## config.mk

```make
export PLATFORM = sky130hd
export DESIGN_NAME = fv_bank_req_arbiter_flat
export DESIGN_NICKNAME = d
export VERILOG_FILES = /design/src/rtl/fv_bank_req_arbiter_pkg.sv /design/src/rtl/fv_bank_req_arbiter_if.sv /design/src/rtl/fv_bank_req_arbiter_rr_arbiter.sv /design/src/rtl/fv_bank_req_arbiter.sv /design/src/flat_wrapper.sv
export SDC_FILE = /design/constraint.sdc
export NUM_CORES = 1
export LEC_CHECK = 0
export CAP_MARGIN = 20
export CORE_MARGIN = 1
export CORE_UTILIZATION = 45
export DETAILED_ROUTE_END_ITERATION = 8
export PLACE_DENSITY = 0.77
export SLEW_MARGIN = 0
export SYNTH_ARGS = -nofsm -noshare
export SYNTH_HDL_FRONTEND = slang
export SYNTH_SLANG_ARGS = --single-unit
```

## constraint.sdc

```tcl
create_clock -name clk -period 22.5 [get_ports clk]
set_input_delay 4.5 -clock clk [delete_from_list [all_inputs] [get_ports clk]]
set_output_delay 4.5 -clock clk [all_outputs]
set_load 0.02 [all_outputs]
```

## src/rtl/fv_bank_req_arbiter_pkg.sv

```systemverilog
// Shared constants, bank request packet and bank FSM state for fv_bank_req_arbiter.
// FV_ARB_PERF_CNT_EN adds the per-bank conflict counter width.
package fv_bank_req_arbiter_pkg;

    localparam int NUM_PE   = 4;
    localparam int NUM_BANK = 4;
    localparam int BANK_W   = $clog2(NUM_BANK);
    localparam int PE_W     = $clog2(NUM_PE);
    localparam int NODE_W   = 8;
    localparam int DATA_W   = 32;
`ifdef FV_ARB_PERF_CNT_EN
    localparam int CNT_W    = 16;
`endif

    typedef struct packed {
        logic              valid;
        logic [PE_W-1:0]   pe_tag;
        logic              rd_wr;
        logic [NODE_W-1:0] node_id;
        logic [DATA_W-1:0] data;
        logic              wr_sos;
        logic              wr_eos;
    } req2output_sram_bank_t;

    typedef enum logic {
        BANK_IDLE   = 1'b0,
        BANK_LOCKED = 1'b1
    } bank_state_e;

    function automatic logic [PE_W-1:0] onehot_to_idx(input logic [NUM_PE-1:0] oh);
        logic [PE_W-1:0] idx;
        idx = '0;
        for (int i = 0; i < NUM_PE; i++) begin
            if (oh[i]) idx = idx | PE_W'(i);
        end
        return idx;
    endfunction

endpackage

```

## src/rtl/fv_bank_req_arbiter_if.sv

```systemverilog
// PE request / bank packet bundle for fv_bank_req_arbiter.
// conflict_cnt exists only when FV_ARB_PERF_CNT_EN is defined.
interface fv_bank_req_arbiter_if;
    import fv_bank_req_arbiter_pkg::*;

    logic [NUM_PE-1:0]                pe_req_valid;
    logic [NUM_PE-1:0]                pe_req_rd_wr;
    logic [NUM_PE-1:0][NODE_W-1:0]    pe_req_Node_id;
    logic [NUM_PE-1:0][DATA_W-1:0]    pe_req_data;
    logic [NUM_PE-1:0]                pe_req_wr_sos;
    logic [NUM_PE-1:0]                pe_req_wr_eos;
    logic [NUM_PE-1:0]                pe_req_ready;
    logic [NUM_BANK-1:0]              bank_available;
    req2output_sram_bank_t [NUM_BANK-1:0] bank_req_pkt;
`ifdef FV_ARB_PERF_CNT_EN
    logic [NUM_BANK-1:0][CNT_W-1:0]   conflict_cnt;
`endif

    modport master (
        output pe_req_valid, pe_req_rd_wr, pe_req_Node_id, pe_req_data,
               pe_req_wr_sos, pe_req_wr_eos, bank_available,
        input  pe_req_ready, bank_req_pkt
`ifdef FV_ARB_PERF_CNT_EN
        , input conflict_cnt
`endif
    );

    modport slave (
        input  pe_req_valid, pe_req_rd_wr, pe_req_Node_id, pe_req_data,
               pe_req_wr_sos, pe_req_wr_eos, bank_available,
        output pe_req_ready, bank_req_pkt
`ifdef FV_ARB_PERF_CNT_EN
        , output conflict_cnt
`endif
    );

endinterface

```

## src/rtl/fv_bank_req_arbiter_rr_arbiter.sv

```systemverilog
// Round-robin picker: first requester after ptr (wrapping) wins, one-hot grant.
module rr_arbiter
    import fv_bank_req_arbiter_pkg::*;
(
    input  logic [NUM_PE-1:0] req,
    input  logic [PE_W-1:0]   ptr,
    output logic [NUM_PE-1:0] grant
);

    always_comb begin
        logic found;
        int   idx;
        grant = '0;
        found = 1'b0;
        for (int i = 1; i <= NUM_PE; i++) begin
            idx = (int'(ptr) + i) % NUM_PE;
            if (!found && req[PE_W'(idx)]) begin
                grant[PE_W'(idx)] = 1'b1;
                found             = 1'b1;
            end
        end
    end

endmodule

```

## src/rtl/fv_bank_req_arbiter.sv

```systemverilog
// Per-bank round-robin arbiter with write-stream locking (IDLE / LOCKED(owner)).
// Optional FV_ARB_PERF_CNT_EN adds saturating per-bank conflict counters.
module fv_bank_req_arbiter
    import fv_bank_req_arbiter_pkg::*;
(
    input  logic                  clk,
    input  logic                  reset,
    fv_bank_req_arbiter_if.slave  bus
);

    logic [NUM_BANK-1:0][NUM_PE-1:0] bank_req;
    logic [NUM_BANK-1:0][NUM_PE-1:0] bank_gnt;
    logic [NUM_BANK-1:0][PE_W-1:0]   gnt_idx;
    logic [NUM_BANK-1:0][PE_W-1:0]   rr_ptr;
    logic [NUM_BANK-1:0][PE_W-1:0]   owner;
    bank_state_e                     state [NUM_BANK];
    req2output_sram_bank_t [NUM_BANK-1:0] pkt_q;
    logic [NUM_PE-1:0]               ready;

    // A locked bank only admits its owner, whatever the owner's rd_wr.
    always_comb begin
        bank_req = '0;
        for (int b = 0; b < NUM_BANK; b++) begin
            for (int p = 0; p < NUM_PE; p++) begin
                bank_req[b][p] = !reset
                    && bus.pe_req_valid[p]
                    && bus.bank_available[b]
                    && (bus.pe_req_Node_id[p][BANK_W-1:0] == BANK_W'(b))
                    && (state[b] == BANK_IDLE || owner[b] == PE_W'(p));
            end
        end
    end

    for (genvar gb = 0; gb < NUM_BANK; gb++) begin : g_bank
        rr_arbiter u_rr (
            .req   (bank_req[gb]),
            .ptr   (rr_ptr[gb]),
            .grant (bank_gnt[gb])
        );
    end

    always_comb begin
        ready   = '0;
        gnt_idx = '0;
        for (int b = 0; b < NUM_BANK; b++) begin
            ready      = ready | bank_gnt[b];
            gnt_idx[b] = onehot_to_idx(bank_gnt[b]);
        end
    end

    assign bus.pe_req_ready = ready;
    assign bus.bank_req_pkt = pkt_q;

    always_ff @(posedge clk or posedge reset) begin
        if (reset) begin
            for (int b = 0; b < NUM_BANK; b++) begin
                pkt_q[b]  <= '0;
                rr_ptr[b] <= PE_W'(NUM_PE - 1);
                owner[b]  <= '0;
                state[b]  <= BANK_IDLE;
            end
        end else begin
            for (int b = 0; b < NUM_BANK; b++) begin
                if (|bank_gnt[b]) begin
                    pkt_q[b].valid   <= 1'b1;
                    pkt_q[b].pe_tag  <= gnt_idx[b];
                    pkt_q[b].rd_wr   <= bus.pe_req_rd_wr[gnt_idx[b]];
                    pkt_q[b].node_id <= bus.pe_req_Node_id[gnt_idx[b]];
                    pkt_q[b].data    <= bus.pe_req_data[gnt_idx[b]];
                    pkt_q[b].wr_sos  <= bus.pe_req_wr_sos[gnt_idx[b]];
                    pkt_q[b].wr_eos  <= bus.pe_req_wr_eos[gnt_idx[b]];
                    rr_ptr[b]        <= gnt_idx[b];
                    case (state[b])
                        BANK_IDLE: begin
                            if (bus.pe_req_rd_wr[gnt_idx[b]] && bus.pe_req_wr_sos[gnt_idx[b]]
                                && !bus.pe_req_wr_eos[gnt_idx[b]]) begin
                                state[b] <= BANK_LOCKED;
                                owner[b] <= gnt_idx[b];
                            end
                        end
                        BANK_LOCKED: begin
                            if (bus.pe_req_rd_wr[gnt_idx[b]] && bus.pe_req_wr_eos[gnt_idx[b]])
                                state[b] <= BANK_IDLE;
                        end
                        default: state[b] <= BANK_IDLE;
                    endcase
                end else begin
                    pkt_q[b] <= '0;
                end
            end
        end
    end

`ifdef FV_ARB_PERF_CNT_EN
    logic [NUM_BANK-1:0][NUM_PE-1:0] bank_tgt;
    logic [NUM_BANK-1:0][CNT_W-1:0]  conflict_q;

    // Counts cycles where a valid request to the bank was left waiting, for any reason.
    always_comb begin
        bank_tgt = '0;
        for (int b = 0; b < NUM_BANK; b++) begin
            for (int p = 0; p < NUM_PE; p++) begin
                bank_tgt[b][p] = bus.pe_req_valid[p]
                    && (bus.pe_req_Node_id[p][BANK_W-1:0] == BANK_W'(b));
            end
        end
    end

    always_ff @(posedge clk or posedge reset) begin
        if (reset) begin
            conflict_q <= '0;
        end else begin
            for (int b = 0; b < NUM_BANK; b++) begin
                if (|(bank_tgt[b] & ~bank_gnt[b]) && conflict_q[b] != {CNT_W{1'b1}})
                    conflict_q[b] <= conflict_q[b] + 1'b1;
            end
        end
    end

    assign bus.conflict_cnt = conflict_q;
`endif

endmodule

```

## src/flat_wrapper.sv

```systemverilog
// flat-port wrapper written by rule: the top's interface ports become plain ports
module fv_bank_req_arbiter_flat import fv_bank_req_arbiter_pkg::*;
  (clk, reset, bus_pe_req_valid, bus_pe_req_rd_wr, bus_pe_req_Node_id, bus_pe_req_data, bus_pe_req_wr_sos, bus_pe_req_wr_eos, bus_bank_available, bus_pe_req_ready, bus_bank_req_pkt);
  fv_bank_req_arbiter_if bus_i ();
  input  logic clk;
  input  logic reset;
  input wire logic [$bits(bus_i.pe_req_valid)-1:0] bus_pe_req_valid;
  input wire logic [$bits(bus_i.pe_req_rd_wr)-1:0] bus_pe_req_rd_wr;
  input wire logic [$bits(bus_i.pe_req_Node_id)-1:0] bus_pe_req_Node_id;
  input wire logic [$bits(bus_i.pe_req_data)-1:0] bus_pe_req_data;
  input wire logic [$bits(bus_i.pe_req_wr_sos)-1:0] bus_pe_req_wr_sos;
  input wire logic [$bits(bus_i.pe_req_wr_eos)-1:0] bus_pe_req_wr_eos;
  input wire logic [$bits(bus_i.bank_available)-1:0] bus_bank_available;
  output wire logic [$bits(bus_i.pe_req_ready)-1:0] bus_pe_req_ready;
  output wire logic [$bits(bus_i.bank_req_pkt)-1:0] bus_bank_req_pkt;
  assign bus_i.pe_req_valid = bus_pe_req_valid;
  assign bus_i.pe_req_rd_wr = bus_pe_req_rd_wr;
  assign bus_i.pe_req_Node_id = bus_pe_req_Node_id;
  assign bus_i.pe_req_data = bus_pe_req_data;
  assign bus_i.pe_req_wr_sos = bus_pe_req_wr_sos;
  assign bus_i.pe_req_wr_eos = bus_pe_req_wr_eos;
  assign bus_i.bank_available = bus_bank_available;
  assign bus_pe_req_ready = bus_i.pe_req_ready;
  assign bus_bank_req_pkt = bus_i.bank_req_pkt;
  fv_bank_req_arbiter u_core (.clk(clk), .reset(reset), .bus(bus_i));
endmodule
```

==> results of run 1 <==
cells by family (layout without fill, tap and decap cells):
group,count (synthesis),count (layout),share of synthesized area [%]
AO/OA/AOI/OAI,564,564,29.8
adder cells (fa/ha/maj),32,32,3.07
buffers and inverters,163,480,4.80
flip-flops,204,204,39.3
multiplexers,148,148,11.6
AND/OR/NAND/NOR,309,309,11.4
Yosys cell counts, drive strengths merged, types with 10 or more instances:
| master | count |
|---|---|
| a211oi | 13 |
| clkbuf | 108 |
| inv | 43 |
| a221o | 40 |
| a2111oi | 10 |
| nand2b | 15 |
| a221oi | 120 |
| nor3 | 13 |
| nor4 | 11 |
| ha | 32 |
| nand2 | 26 |
| mux2i | 134 |
| nor2 | 168 |
| buf | 12 |
| dfrtp | 196 |
| nand3 | 17 |
| o21ai | 232 |
| a21oi | 63 |
| o21a | 12 |
| mux2 | 14 |
final cells by class:
class	instances	area [sq um]
timing repair buffer	394	3880
fill	2318	10300
clock buffer	36	747
multi-input combinational	1053	7380
inverter	43	169
clock inverter	7	141
sequential	204	5110
tap	378	473
critical path, stage by stage:
cell and delay (ns):
sky130_fd_sc_hd__clkdlybuf4s50_1 0.72, sky130_fd_sc_hd__nand3b_1 0.48, sky130_fd_sc_hd__a2111oi_0 0.75, sky130_fd_sc_hd__nor3_1 0.15, sky130_fd_sc_hd__a2111o_1 0.46, sky130_fd_sc_hd__a21oi_4 0.12
sky130_fd_sc_hd__buf_4 0.74, sky130_fd_sc_hd__inv_1 0.24, sky130_fd_sc_hd__nand4_1 0.23, sky130_fd_sc_hd__clkdlybuf4s50_1 0.64
how the worst max path moves through the flow:
stage                     start                  end
after floorplan           reset  bus_pe_req_ready[1]
final                     reset  bus_pe_req_ready[1]
after global placement    reset  bus_pe_req_ready[1]
after global routing      reset  bus_pe_req_ready[1]
after CTS                 reset  bus_pe_req_ready[1]
after detailed placement  reset  bus_pe_req_ready[1]
flip-flops by register name, summed over array words and instances, names as in the netlist:
register and count:
u_core.bus.bank_req_pkt 184, u_core.state 4, u_core.owner 8, u_core.rr_ptr 8
per-layer routing:
| metal | routed length (um) | GRT usage (%) | vias to the layer above |
|---|---|---|---|
| li1 | - | - | 6026 |
| met1 | 19600 | 44.6 | 6790 |
| met2 | 24300 | 57.2 | 1183 |
| met3 | 7170 | 10.0 | 238 |
| met4 | 2890 | 17.9 | 0 |
| met5 | 0 | 0 | - |
stage by stage:
stage	total power, uW	setup slack (ns)	std cells	area [sq um]	util [%]
final	2100	8.93	2115	17900	63.6
after global routing	2190	8.83	2115	17900	63.6
after CTS	2080	9.09	2115	17900	63.6
after detailed placement	1640	9.09	2072	17000	60.4
after global placement	1630	9.11	2072	17000	60.4
after floorplan	1180	10.86	1420	13000	-
power breakdown:
group	total (uW)	switching, uW	internal [uW]
Sequential	545	65.4	480
Clock	437	163	274
Combinational	1120	682	437
Total	2100	910	1190
placed cells by master (no fill, tap or decap), types with 7 or more instances in the layout:
| cell type | instances |
|---|---|
| sky130_fd_sc_hd__a221oi_1 | 120 |
| sky130_fd_sc_hd__buf_4 | 25 |
| sky130_fd_sc_hd__dfrtp_1 | 196 |
| sky130_fd_sc_hd__nor2_1 | 165 |
| sky130_fd_sc_hd__ha_1 | 32 |
| sky130_fd_sc_hd__nor4_1 | 11 |
| sky130_fd_sc_hd__inv_1 | 38 |
| sky130_fd_sc_hd__o21a_1 | 11 |
| sky130_fd_sc_hd__nor2b_1 | 7 |
| sky130_fd_sc_hd__dfstp_2 | 8 |
| sky130_fd_sc_hd__clkdlybuf4s50_1 | 369 |
| sky130_fd_sc_hd__a21oi_1 | 57 |
| sky130_fd_sc_hd__clkbuf_16 | 25 |
| sky130_fd_sc_hd__a31oi_1 | 7 |
| sky130_fd_sc_hd__nand2_1 | 26 |
| sky130_fd_sc_hd__mux2i_1 | 133 |
| sky130_fd_sc_hd__o21ai_0 | 227 |
| sky130_fd_sc_hd__a211oi_1 | 12 |
| sky130_fd_sc_hd__mux2_2 | 7 |
| sky130_fd_sc_hd__a221o_1 | 40 |
| sky130_fd_sc_hd__nor3_1 | 13 |
| sky130_fd_sc_hd__clkbuf_8 | 8 |
| sky130_fd_sc_hd__nand3_1 | 17 |
| sky130_fd_sc_hd__nand2b_1 | 15 |
==> impl_metrics.env, run 1 <==
export IMPL_cts_inserted_buffers=24
export IMPL_worst_clock_skew_ns=0.0149
export IMPL_grt_pass1_wl_mm=81.0
export IMPL_drv_cap=0
export IMPL_power_leakage_uw=0.00742
export IMPL_grt_overflow_total=0
export IMPL_min_delay_path_class="reg2reg"
export IMPL_synthesis_instances=1420
export IMPL_ys_warnings_count=0
export IMPL_globalRouteTotalUtil_pct=35.9
export IMPL_net_count_synth=1634
export IMPL_mappedNetlistArea_sq_mm=0.0130
export IMPL_place_gp_congestion=0.946
export IMPL_syn_to_final_growth_pct=37.4
export IMPL_design_final_nets=1934
export IMPL_post_synth_cell_area_avg_sq_um=9.18
export IMPL_placement_io_buffers=369
export IMPL_fmaxAchievable_ghz=0.0737
export IMPL_timing_setup_tns_ns=0
export IMPL_timing_critical_path_to_type="output pin"
export IMPL_synth_area_leaders="sky130_fd_sc_hd__dfrtp_1 (38%), sky130_fd_sc_hd__mux2i_1 (10%), sky130_fd_sc_hd__o21ai_0 (8.7%), sky130_fd_sc_hd__a221oi_1 (8.1%), sky130_fd_sc_hd__nor2_1 (4.8%)"
export IMPL_power_density_mw_per_mm2=117
export IMPL_reg2reg_to="u_core.owner[3]$_DFFE_PP0P_"
export IMPL_finalWirelength_mm=53.9
export IMPL_final_hold_viol_count=0
export IMPL_timing_slew_headroom_pct=22.0
export IMPL_antenna_found_initial=0
export IMPL_hold_ws_ns=0.578
export IMPL_core_sq_mm=0.0282
export IMPL_post_drt_via_cell_ratio=6.73
export IMPL_cts_reportedPaths_clkPinSlew_ns=0.06
export IMPL_layout_drive_gt1_share_pct=6.85
export IMPL_finalCriticalPeriod_ns=13.57
export IMPL_cp_data_required_time_ns=18.00
export IMPL_worst_path_max_fanout=47
export IMPL_drc_errors=0
export IMPL_holdPathStages=1
export IMPL_maximum_number_of_pins_on_one_net_before_global_route_repair=133
export IMPL_vias=14200
export IMPL_post_cts_buffers=0
export IMPL_drt_iter0_markers=1981
export IMPL_async_flop_share_pct=100
export IMPL_cts_resized=0
export IMPL_post_dp_hpwl_mm=34.5
export IMPL_clkLatencyLatePin_ns=0.53
export IMPL_synth_enable_flop_cells=0
export IMPL_die_span_in_y_um=172
export IMPL_tritoncts_num_sinks=204
export IMPL_worst_setup_path_start_kind="input pin"
export IMPL_synth_cell_types=80
export IMPL_final_max_slew_violation_count=0
export IMPL_cts_hold_repair_buffers=0
export IMPL_cts_path_max_buffers=3
export IMPL_ios=370
export IMPL_antenna_diode_count=0
export IMPL_irDropWorstVdd_uv=105
export IMPL_grt_pass1_vias=14000
export IMPL_ant_nets=0
export IMPL_timing_hold_worst_endpoint="u_core.owner[4]$_DFFE_PP0P_"
export IMPL_overall_die_width_um=172
export IMPL_cts_tree="yes"
export IMPL_outcome="complete, no violations"
export IMPL_worst_r2r_setup_slack_ns=17.30
export IMPL_flop_and_latch_count_out_of_synthesis=204
export IMPL_cts_root_buf="sky130_fd_sc_hd__clkbuf_16"
export IMPL_level_count_of_the_clock_h_tree=1
export IMPL_yosysSeqAreaShare_pct=39.3
export IMPL_reg2regPathDepth=14
export IMPL_netlist_top_cell_by_area="sky130_fd_sc_hd__dfrtp_1"
export IMPL_setup_viol=0
export IMPL_yosys_area_top_type_share_pct=37.6
export IMPL_rsz0062_at_grt="false"
export IMPL_transition_at_the_pin_with_the_smallest_max_transition_slack_ns=1.17
export IMPL_synth_top_flop_cell="sky130_fd_sc_hd__dfrtp_1"
export IMPL_rows=61
export IMPL_die_area_sq_mm=0.0296
export IMPL_initial_core_util_pct=46.3
export IMPL_detail_route_first_pass_iterations=6
export IMPL_finalCritPeriodShare_pct=60.3
export IMPL_routed_wire_length_per_instance_um=25.5
export IMPL_timing_hold_worst_start="u_core.owner[4]$_DFFE_PP0P_"
export IMPL_critPathArrivalTime_ns=9.07
export IMPL_path_class="in2out"
export IMPL_reg2reg_from="u_core.rr_ptr[2]$_DFFE_PP1P_"
(Power assumes the default switching activity.)
==> run 2: changes to the inputs <==
- clock period: 22.5 -> 13.3 ns (I/O delays scaled with it)
==> impl_metrics.env, run 2 (synthesis gave the netlist of run 1 again) <==
export IMPL_outcome="finished with violations"
export IMPL_failed_checks="DRC"
export IMPL_cts_root_buf="sky130_fd_sc_hd__clkbuf_16"
export IMPL_final_common_cell="sky130_fd_sc_hd__clkdlybuf4s50_1"
export IMPL_finalWirelength_mm=54.9
export IMPL_groute_layer_met1_usage_pct=46.2
export IMPL_grtUsageMet2_pct=57.1
export IMPL_rows=61
export IMPL_min_delay_path_class="reg2reg"
export IMPL_tritoncts_num_sinks=204
export IMPL_core_sq_mm=0.0282
export IMPL_fmaxAchievable_ghz=0.108
export IMPL_antenna_found_initial=1
export IMPL_cts_tree="yes"
export IMPL_grt_pass1_vias=13800
export IMPL_drv_cap=0
export IMPL_cp_data_required_time_ns=10.64
export IMPL_post_drt_via_cell_ratio=6.78
export IMPL_clkLatencyLatePin_ns=0.54
export IMPL_rsz0062_at_grt="false"
export IMPL_ios=370
export IMPL_drt_iter0_markers=2075
export IMPL_maximum_number_of_pins_on_one_net_before_global_route_repair=129
export IMPL_syn_to_final_growth_pct=37.0
export IMPL_final_max_slew_violation_count=0
export IMPL_grt_pass1_wl_mm=81.6
export IMPL_path_class="in2out"
export IMPL_vias=14300
export IMPL_worst_r2r_setup_slack_ns=7.88
export IMPL_irDropWorstVdd_uv=178
export IMPL_finalCritPeriodShare_pct=69.8
export IMPL_level_count_of_the_clock_h_tree=1
export IMPL_drc_errors=1
export IMPL_final_hold_viol_count=0
export IMPL_die_area_sq_mm=0.0296
export IMPL_initial_core_util_pct=46.3
export IMPL_placement_io_buffers=369
export IMPL_detail_route_first_pass_iterations=9
export IMPL_critPathArrivalTime_ns=6.62
export IMPL_transition_at_the_pin_with_the_smallest_max_transition_slack_ns=1.18
export IMPL_top_library_cells_by_usage_in_the_layout_fill_and_taps_aside="sky130_fd_sc_hd__clkdlybuf4s50_1 (369), sky130_fd_sc_hd__o21ai_0 (227), sky130_fd_sc_hd__dfrtp_1 (196), sky130_fd_sc_hd__nor2_1 (165), sky130_fd_sc_hd__mux2i_1 (133)"
export IMPL_grt_overflow_total=0
export IMPL_timing_critical_path_to_type="output pin"
export IMPL_cts_reportedPaths_clkPinSlew_ns=0.06
export IMPL_grt_most_used_layer="met2"
export IMPL_place_gp_congestion=0.990
export IMPL_overall_die_width_um=172
export IMPL_cts_inserted_buffers=24
export IMPL_total_power_uw=3510
export IMPL_cts_resized=0
export IMPL_routed_wire_length_per_instance_um=25.9
export IMPL_post_dp_hpwl_mm=35.2
export IMPL_layout_setup_ws_ns=4.02
export IMPL_power_leakage_uw=0.00739
export IMPL_ant_nets=0
export IMPL_finalCriticalPeriod_ns=9.28
export IMPL_worst_path_max_fanout=11
export IMPL_largest_reg_flops=184
export IMPL_antenna_diode_count=0
export IMPL_dp_worst_setup_slack_ns=4.09
export IMPL_timing_setup_tns_ns=0
export IMPL_globalRouteTotalUtil_pct=36.3
export IMPL_cts_hold_repair_buffers=0
export IMPL_met3_grt_util_pct=9.04
export IMPL_die_span_in_y_um=172
export IMPL_cts_path_max_buffers=3
export IMPL_timing_slew_headroom_pct=20.8
export IMPL_design_final_nets=1935
export IMPL_worst_clock_skew_ns=0.0126
export IMPL_setup_viol=0
export IMPL_post_cts_buffers=0
export IMPL_power_density_mw_per_mm2=197
export IMPL_layout_drive_gt1_share_pct=6.79
export IMPL_worst_setup_path_start_kind="input pin"
run 2: cell types whose count changed in the layout (fill, tap and decap cells not counted), sizes merged:
| cell | before | now |
|---|---|---|
| clkbuf | 36 | 31 |
| bufinv | 4 | 3 |
| buf | 25 | 26 |
| clkinv | 2 | 7 |
run 2: metal layers:
| metal | share of wire, % | wire length [um] |
|---|---|---|
| met1 | 37 | 20300 |
| met5 | 0.024 | 13 |
| met2 | 45 | 24900 |
| met4 | 5.2 | 2870 |
| met3 | 12 | 6750 |
run 2: where the power goes:
part           switching [uW]  total (uW)  internal, uW
logic                    1160        1900           741
registers                 114         926           812
clock network             281         689           408
total                    1550        3510          1960
run 2: metrics by stage:
| step | hold WS [ns] | util (%) | std cells | area [sq um] |
|---|---|---|---|---|
| floorplan | 0.518 | - | 1420 | 13000 |
| global placement | 0.547 | 60.4 | 2072 | 17000 |
| detailed placement | 0.555 | 60.4 | 2072 | 17000 |
| CTS | 0.575 | 63.3 | 2114 | 17800 |
| global route | 0.604 | 63.4 | 2115 | 17900 |
| finish | 0.579 | 63.4 | 2115 | 17900 |
run 2: final timing paths:
check / start / endpoint / depth (start not counted)
worst max-delay path: reset / bus_pe_req_ready[3] / 10
max in group asynchronous: reset / u_core.rr_ptr[4]$_DFFE_PP1P_ / 4
worst min register to register: u_core.owner[4]$_DFFE_PP0P_ / u_core.owner[4]$_DFFE_PP0P_ / 1
worst max register to register: u_core.rr_ptr[2]$_DFFE_PP1P_ / u_core.owner[2]$_DFFE_PP0P_ / 14
worst min-delay path: u_core.owner[4]$_DFFE_PP0P_ / u_core.owner[4]$_DFFE_PP0P_ / 1
min in group asynchronous: reset / u_core.bus.bank_req_pkt[80]$_DFF_PP0_ / 2
run 2: area by class of cell:
cell class	instances	area, sq um
tap	378	473
timing repair buffer	395	3910
fill	2300	10300
sequential	204	5110
clock buffer	31	657
inverter	43	169
multi-input combinational	1053	7380
clock inverter	11	155
run 2: critical path: stages:
cell and delay, ns:
sky130_fd_sc_hd__clkdlybuf4s50_1 0.73, sky130_fd_sc_hd__nand2b_1 0.39, sky130_fd_sc_hd__nor4_1 0.47, sky130_fd_sc_hd__o21ai_0 0.21
sky130_fd_sc_hd__or3b_1 0.41, sky130_fd_sc_hd__a21oi_1 0.54, sky130_fd_sc_hd__a21o_1 0.35, sky130_fd_sc_hd__nor2_1 0.07
sky130_fd_sc_hd__nand3_1 0.15, sky130_fd_sc_hd__clkdlybuf4s50_1 0.62
==> variant, RTL diff (settings of run 2) <==
Set the package constant `DATA_W` to 48 (it was 32).
--- a/src/rtl/fv_bank_req_arbiter_pkg.sv
+++ b/src/rtl/fv_bank_req_arbiter_pkg.sv
@@ -8,5 +8,5 @@
     localparam int PE_W     = $clog2(NUM_PE);
     localparam int NODE_W   = 8;
-    localparam int DATA_W   = 32;
+    localparam int DATA_W   = 48;
 `ifdef FV_ARB_PERF_CNT_EN
     localparam int CNT_W    = 16;
Ports: changed (resized bus_bank_req_pkt and bus_pe_req_data); port bits go from 370 to 498. No check against the original RTL was run, so the function may have changed too.
==> variant against run 2 <==
  * Worst setup slack worse by 0.12 ns
  * Power is 8.4% higher
  * Global-route usage is 3.9 points higher
  * Synthesized cell count is 37% higher
  * Routed wire length is 45% higher
  * Via count is 36% higher
  * Cell count is 35% higher
  * Area after synthesis is 31% higher
  * Clock skew is 0.027 ns higher
  * Design area is 31% higher
  * Sequential cell count is 64 higher
  * Combinational power is 10% lower
  * Critical endpoint is now bus_pe_req_ready[1]
  * Largest cell class unchanged
  * Largest power group unchanged
  * Highest routed layer unchanged
==> variant: results (changes against run 2) <==
status - finished, final reports clean
Fillers - 3,034 (+32%)
flop2flop setup slack - 7.33 ns (-0.55 ns)
routed len/inst - 27.87 um (+7.4%)
Net Sw Power - 1.548 mW (-0.27%)
switching share of power - 40.64% (-3.5 points)
placed wire-length estimate - 49.53 mm (+41%)
Place WS - 4.014 ns (-0.07452 ns)
CTS buffer count - 30 (+25%)
largest net degree at the start of global routing - 91 (-29%)
sequential cell area fraction in the yosys report - 39.40% (+0.15 points)
Power Clock - 962 uW (+40%)
bufs w/o clock - 527 (+33%)
top post-synthesis cells by count - nor2_1, o21ai_0, dfrtp_1, a221oi_1, clkbuf_1
Post-Syn Nets - 2,220 (+36%)
WHS Endpoint - u_core.rr_ptr[6]$_DFFE_PP1P_
fraction of area in multi-input gates - 41.00% (-0.33 points)
critical path arrival - 6.74 ns (+0.12 ns)
headroom to the max-slew limit - 19.97% (-0.82 points)
layout cell share with drive strength beyond 1 - 6.924% (+0.13 points)
CP max stage delay - 0.91 ns (+0.18 ns)
count of multi-input combinational gates - 1,469 (+40%)
Placed Cells - 2,802 (+35%)
Max IR drop VDD - 0.1180 mV (-34%)
Pre-antenna DRT Iters - 8 (-1)
gr usage total - 40.20% (+3.9 points)
Leakage - 10.01 nW (+35%)
inverter count - 34 (-21%)
buffering overhead - 22.17% (+0.28 points)
ant diodes - 4 (+4)
Max FO, Critical Path - 18 (+7)
Worst Skew - 0.03936 ns (+0.02678 ns)
CLK BUF - 41 (+32%)
clk cell area share - 4.881% (+0.33 points)
num rows - 70 (+15%)
top cells by area, synth - dfrtp_1, a221oi_1, o21ai_0
sequential cell area share - 28.64% (about the same)
first-pass GRT wire length - 118.2 mm (+45%)
register area - 6716 um^2 (+31%)
Final min period - 9.401 ns (+0.1199 ns)
initial antenna violation count - 5 (+4)
Flop pwr share - 29.7% (+3.4 points)
WHS Path Cells - 2 (+1)
FF+latch count, synth - 268 (+31%)
hold path start - u_core.rr_ptr[6]$_DFFE_PP1P_
IO buf count - 497 (+35%)
variant: cell types whose count changed in the layout (fill, tap and decap cells not counted), sizes merged, moves of 8 or more:
cell,delta
nor2,+204
o21ai,+133
clkdlybuf4s50,+128
a221oi,+113
dfrtp,+64
a221o,-38
a21oi,-31
mux2i,-15
and2,+12
clkbuf,+10
inv,-10
nand3,-8
o2111ai,+8
variant: logic make-up after synthesis:
| kind of cell | count (synthesis) | share of synthesized area (%) |
|---|---|---|
| AO/OA/AOI/OAI | 761 | 30.60 |
| AND/OR/NAND/NOR | 538 | 14.65 |
| flip-flops | 268 | 39.40 |
| buffers and inverters | 205 | 4.713 |
| multiplexers | 138 | 8.287 |
| adder cells (fa/ha/maj) | 32 | 2.349 |
variant: per-layer routing:
metal | vias to the layer above | wire length, um | GRT usage (%)
met5 | - | 9 | 0
met4 | 2 | 5449 | 26.76
met3 | 399 | 11060 | 10.57
met2 | 1781 | 35130 | 62.44
met1 | 9172 | 28110 | 49.28
li1 | 8112 | - | -
